File: config.mk
export PLATFORM = sky130hd
export DESIGN_NAME = lis3dh_ctrl
export DESIGN_NICKNAME = d
export VERILOG_FILES = /design/src/rtl/lis3dh_ctrl.sv
export SDC_FILE = /design/constraint.sdc
export NUM_CORES = 1
export LEC_CHECK = 0
export ABC_AREA = 1
export ABC_CLOCK_PERIOD_IN_PS = 5100
export CORE_AREA = 2 2 138 140
export DETAILED_ROUTE_END_ITERATION = 8
export DIE_AREA = 0 0 140 142
export PLACE_DENSITY = 0.77
export SLEW_MARGIN = 0
export SYNTH_ARGS = -nofsm -noshare
export SYNTH_HDL_FRONTEND = slang
export SYNTH_SLANG_ARGS = --single-unit
File: constraint.sdc
create_clock -name clk -period 5.1 [get_ports clk]
set_clock_uncertainty 0.15 [all_clocks]
set_input_delay 0.765 -clock clk [delete_from_list [all_inputs] [get_ports clk]]
set_output_delay 0.765 -clock clk [all_outputs]
set_load 0.05 [all_outputs]
File: src/rtl/lis3dh_ctrl.sv
// LIS3DH transaction sequencer: boot wait, CTRL_REG1/CTRL_REG4 writes, WHO_AM_I
// check, then periodic X/Y/Z burst reads published as one atomic 3-axis sample.
module lis3dh_ctrl #(
  parameter int         BOOT_CYCLES  = 5000,
  parameter int         SAMPLE_DIV   = 500000,
  parameter int         TIMEOUT      = 4096,
  parameter logic [7:0] CTRL1_VAL    = 8'h57,
  parameter logic [7:0] CTRL4_VAL    = 8'h08,
  parameter logic [7:0] WHO_AM_I_VAL = 8'h33
) (
  input  logic        clk,
  input  logic        reset,
  input  logic        en,
  output logic        spi_rd,
  output logic        spi_wr,
  output logic [5:0]  spi_addr,
  output logic [7:0]  spi_data_tx,
  input  logic [15:0] spi_data_rx,
  input  logic        spi_done,
  output logic [15:0] x_out,
  output logic [15:0] y_out,
  output logic [15:0] z_out,
  output logic        sample_valid,
  output logic        cfg_done,
  output logic        id_err,
  output logic        timeout_err,
  output logic [3:0]  dbg_state_o
);

  // SPI handshake: spi_rd/spi_wr is a one-cycle request; spi_addr/spi_data_tx stay
  // stable until the one-cycle spi_done pulse, which is honoured only while waiting.
  typedef enum logic [3:0] {BOOT, WR1, WR4, RDID, IDLE, RDX, RDY, RDZ, PUB, ERR} state_t;

  state_t      state_q, state_d, nxt;
  logic        issue_q, issue_d;
  logic [31:0] cnt_q, cnt_d;
  logic [31:0] per_q, per_d;
  logic        per_run_q, per_run_d;
  logic [15:0] shx_q, shx_d, shy_q, shy_d, shz_q, shz_d;
  logic [15:0] x_q, x_d, y_q, y_d, z_q, z_d;
  logic        sv_q, sv_d, cfg_q, cfg_d, id_err_q, id_err_d, tmo_err_q, tmo_err_d;
  logic        txn, txn_rd, wrap;
  logic [15:0] rx_swap;

  assign wrap    = per_run_q && (per_q == 32'(SAMPLE_DIV - 1));
  assign rx_swap = {spi_data_rx[7:0], spi_data_rx[15:8]};

  always_comb begin
    state_d     = state_q;
    nxt         = state_q;
    issue_d     = 1'b0;
    cnt_d       = cnt_q;
    per_run_d   = per_run_q;
    per_d       = per_run_q ? (wrap ? 32'd0 : per_q + 32'd1) : per_q;
    shx_d       = shx_q;
    shy_d       = shy_q;
    shz_d       = shz_q;
    x_d         = x_q;
    y_d         = y_q;
    z_d         = z_q;
    sv_d        = 1'b0;
    cfg_d       = cfg_q;
    id_err_d    = id_err_q;
    tmo_err_d   = tmo_err_q;
    spi_rd      = 1'b0;
    spi_wr      = 1'b0;
    spi_addr    = 6'h00;
    spi_data_tx = 8'h00;
    txn         = 1'b1;
    txn_rd      = 1'b1;

    unique case (state_q)
      BOOT: begin
        txn = 1'b0;
        if (cnt_q == 32'(BOOT_CYCLES - 1)) begin
          state_d = WR1;
          issue_d = 1'b1;
        end else begin
          cnt_d = cnt_q + 32'd1;
        end
      end
      WR1:  begin txn_rd = 1'b0; spi_addr = 6'h20; spi_data_tx = CTRL1_VAL; nxt = WR4; end
      WR4:  begin txn_rd = 1'b0; spi_addr = 6'h23; spi_data_tx = CTRL4_VAL; nxt = RDID; end
      RDID: begin
        spi_addr = 6'h0F;
        nxt      = (spi_data_rx[15:8] == WHO_AM_I_VAL) ? IDLE : ERR;
      end
      IDLE: begin
        txn = 1'b0;
        // Wraps seen with en low are simply dropped; no sample is owed later.
        if (wrap && en) begin
          state_d = RDX;
          issue_d = 1'b1;
        end
      end
      RDX:  begin spi_addr = 6'h28; nxt = RDY; end
      RDY:  begin spi_addr = 6'h2A; nxt = RDZ; end
      RDZ:  begin spi_addr = 6'h2C; nxt = PUB; end
      PUB: begin
        txn     = 1'b0;
        x_d     = shx_q;
        y_d     = shy_q;
        z_d     = shz_q;
        sv_d    = 1'b1;
        state_d = IDLE;
      end
      ERR: begin
        txn       = 1'b0;
        cfg_d     = 1'b0;
        per_run_d = 1'b0;
      end
      default: begin
        txn     = 1'b0;
        state_d = ERR;
      end
    endcase

    if (txn) begin
      spi_rd = issue_q & txn_rd;
      spi_wr = issue_q & ~txn_rd;
      // cnt counts cycles elapsed since the ISSUE cycle; done on the last one still wins.
      if (issue_q) begin
        cnt_d = 32'd1;
      end else if (spi_done) begin
        state_d = nxt;
        issue_d = (nxt == WR4) || (nxt == RDID) || (nxt == RDY) || (nxt == RDZ);
        case (state_q)
          RDID: begin
            if (nxt == IDLE) begin
              cfg_d     = 1'b1;
              per_run_d = 1'b1;
              per_d     = 32'd0;
            end else begin
              id_err_d = 1'b1;
            end
          end
          RDX:     shx_d = rx_swap;
          RDY:     shy_d = rx_swap;
          RDZ:     shz_d = rx_swap;
          default: ;
        endcase
      end else if (cnt_q == 32'(TIMEOUT - 1)) begin
        tmo_err_d = 1'b1;
        cfg_d     = 1'b0;
        state_d   = ERR;
      end else begin
        cnt_d = cnt_q + 32'd1;
      end
    end
  end

  always_ff @(posedge clk or posedge reset) begin
    if (reset) begin
      state_q   <= BOOT;
      issue_q   <= 1'b0;
      cnt_q     <= 32'd0;
      per_q     <= 32'd0;
      per_run_q <= 1'b0;
      shx_q     <= 16'h0;
      shy_q     <= 16'h0;
      shz_q     <= 16'h0;
      x_q       <= 16'h0;
      y_q       <= 16'h0;
      z_q       <= 16'h0;
      sv_q      <= 1'b0;
      cfg_q     <= 1'b0;
      id_err_q  <= 1'b0;
      tmo_err_q <= 1'b0;
    end else begin
      state_q   <= state_d;
      issue_q   <= issue_d;
      cnt_q     <= cnt_d;
      per_q     <= per_d;
      per_run_q <= per_run_d;
      shx_q     <= shx_d;
      shy_q     <= shy_d;
      shz_q     <= shz_d;
      x_q       <= x_d;
      y_q       <= y_d;
      z_q       <= z_d;
      sv_q      <= sv_d;
      cfg_q     <= cfg_d;
      id_err_q  <= id_err_d;
      tmo_err_q <= tmo_err_d;
    end
  end

  assign x_out        = x_q;
  assign y_out        = y_q;
  assign z_out        = z_q;
  assign sample_valid = sv_q;
  assign cfg_done     = cfg_q;
  assign id_err       = id_err_q;
  assign timeout_err  = tmo_err_q;
  assign dbg_state_o  = state_q;

endmodule
==> run metrics <==
grt met1 use=34.4%; Flop pwr share=33.3%; Psw=3.14 mW; first-pass iteration count of the detailed router=7; fraction of layout cells with a size suffix above 1=6.11%; CTS buffer count=17; Sw Ratio=47.9%; status=complete, but fails checks; gr usage total=26.0%; Crit path max-delay family=buffers and inverters; Power Internal=3.41 mW; power share of the clock group=19.7%; Slew @ Worst Pin=1.27 ns; final setup violation count=0; CTS max path bufs=2; hold buffer count at cts=0; Placer Congestion=0.994; CTS clk-pin slew, worst paths=0.07 ns; commonest non-fill, non-tap cells in the layout=nand2_1, dfrtp_1, nor2_1, inv_1, nand3_1; RSZ-0062 raised after global routing=no; Max-cap violations=0; Worst Path Max Fanout=10; critical path arrival=2.82 ns; initial antenna violation count=0; met3 Use GR=4.48%; flop2flop setup slack=2.04 ns; number of core rows=50; Post-CTS Setup Bufs=0; Area Overhead vs Synth=17.1%; DR vias/cell=5.31; synthesized cell area=9390 um2; crit path cell chain=nor2_2, nor2_4, inv_2, nor2_1, clkinv_1, nor3_1, clkdlybuf4s50_1; critical path class=reg2out; H-tree depth=4; Hold Crit Class=reg2reg; vias in the first global route=8502; Critical Path End Type=primary output; post-route clock period utilization=73.2%; met2 Use GR=42.8%; synthesized area per cell=6.92 um2; CP peak stage delay=0.83 ns; final net count=1450; Hold WS=0.326 ns; CTS tree=yes; global route hottest layer=met2; max-slew violation count=0; Slew HR=14.8%; #FFs+latches synth=170; crit path from=dbg_state_o[0]; DRC viols=5; Antenna Nets Post-Route=0; Detail Placement HPWL=17.5 mm; Congestion Overflow GR=0; Pwr Total=6.55 mW; DR iter-0 viols=796; die area=19900 um2; Initial Util=50.9%; Endpoint, Worst Hold=z_out[10]; Buf+Inv Stages, Crit Path=3; placed cell area=10400 um2; Peak Freq=0.268 GHz; hold path depth=2; first-pass GRT wire length=41.2 mm; Antenna diodes=0; Port Buf Inserts=88; Worst VDD drop=0.287 mV; largest net degree at the start of global routing=171; io pins=92; clock root buffer master=clkbuf_16; combinational share of power=47.1%; worst r2r dst=cnt_q[30]; Yosys cell types=41; Post-Route Setup TNS=0 ns; clock insertion delay at the later pin of the skew report=0.44 ns; Layout fillers=1683; Placeable Area=18500 um2; drt total wl=25.2 mm; CP max stage cell=clkdlybuf4s50_1; post-synthesis cell count=1356; Startpoint Class=register; Gates resized, CTS repair=0; PD cells=596 nW/um2; Die Span Y=142 um; CTS Sinks=170; failing checks=design-rule violations; final hold viol count=0; register area share after synthesis=45.3%; min cycle time layout=3.74 ns; die width=140 um; final instance area=11000 um2; Crit Reg-Reg Startpoint=dbg_state_o[1]; synth warn=0; WL/cell=15.0 um; most common cell after layout, fill and taps aside=nand2_1; hold wc startpoint=shz_q[10]; LEAKAGE=5.55 nW; Critical Path RT=4.18 ns; R2R cell count=9; via count=8898
-- tightest hold or removal path: cells and delay by family (launching register included) --
family / cells / cell delay (ns)
simple gates: 2 / 0.09
flops: 1 / 0.35
-- logic make-up (layout without fill, tap and decap cells) --
| logic type | Yosys count | count (layout) | synth area share [%] |
|---|---|---|---|
| flops | 170 | 170 | 45.3 |
| compound gates | 111 | 111 | 6.29 |
| mux | 1 | 1 | 0.107 |
| fa+ha+maj | 2 | 2 | 0.267 |
| simple gates | 867 | 867 | 38.5 |
| xor+xnor | 12 | 12 | 1.12 |
| other cells | 1 | 3 | 0.0400 |
| buf+inv | 192 | 275 | 8.37 |
-- synth_stat cells (all sizes together) --
cell type | n | share of area (%)
a31oi | 3 | 0.20
dfrtp | 170 | 45
nand2 | 537 | 22
mux2i | 1 | 0.11
nor2 | 168 | 7.1
nand3 | 98 | 5.3
buf | 20 | 1.5
or2 | 5 | 0.33
ha | 2 | 0.27
clkbuf | 22 | 0.89
a21oi | 20 | 1.1
o21ai | 82 | 4.5
and3 | 2 | 0.13
o211ai | 1 | 0.080
xor2 | 10 | 0.93
o221ai | 1 | 0.093
nand4 | 23 | 1.7
clkinv | 2 | 0.080
xnor2 | 2 | 0.19
conb | 1 | 0.040
a21o | 1 | 0.080
nand3b | 6 | 0.48
nor4 | 1 | 0.067
a21boi | 2 | 0.16
nor3 | 27 | 1.5
inv | 148 | 5.9
a22oi | 1 | 0.080
-- state kept, by name, indices dropped and copies added, names as in the netlist --
signal        flops
sample_valid      1
cfg_done          1
shx_q            16
shz_q            16
cnt_q            32
per_q            32
z_out            16
y_out            16
per_run_q         1
id_err            1
x_out            16
timeout_err       1
issue_q           1
shy_q            16
dbg_state_o       4
-- stage by stage --
stage	cells	utilization (%)	worst slack, ns
after floorplan	1358	-	1.12
after global placement	1643	56.3	1.90
after detailed placement	1643	56.3	1.80
after CTS	1675	59.5	1.36
after global routing	1675	59.5	1.18
final	1675	59.5	1.36
-- power by group through the flow --
stage	clock network (mW)	registers, mW	logic (mW)
floorplan	0	2.75	1.57
global placement	0	2.18	2.99
detailed placement	0	2.18	3.06
CTS	1.30	2.17	3.08
global route	1.36	2.24	3.35
finish	1.29	2.18	3.08
-- layer usage --
metal,wire (um),vias to the layer above,part of all wire (%)
li1,-,4374,-
met1,11000,4159,44
met2,11800,309,47
met3,1610,56,6.4
met4,841,0,3.3
met5,0,-,0
-- area by class of cell --
type	instances	area [um2]	share of cell area, %
clock inverter	14	149	1.36
sequential	170	4250	38.7
timing repair buffer	93	931	8.47
tap	234	293	2.67
inverter	150	567	5.16
clock buffer	18	439	4.00
multi-input combinational	996	4350	39.6
-- worst max path at each step --
stage / endpoint / slack (ns) / cells after the start
after floorplan: spi_wr / 1.12 / 5
after global placement: spi_rd / 1.90 / 7
after detailed placement: shx_q[3] / 1.80 / 5
after CTS: spi_rd / 1.36 / 7
after global routing: spi_rd / 1.18 / 7
final: spi_rd / 1.36 / 7
(Power assumes the default switching activity.)
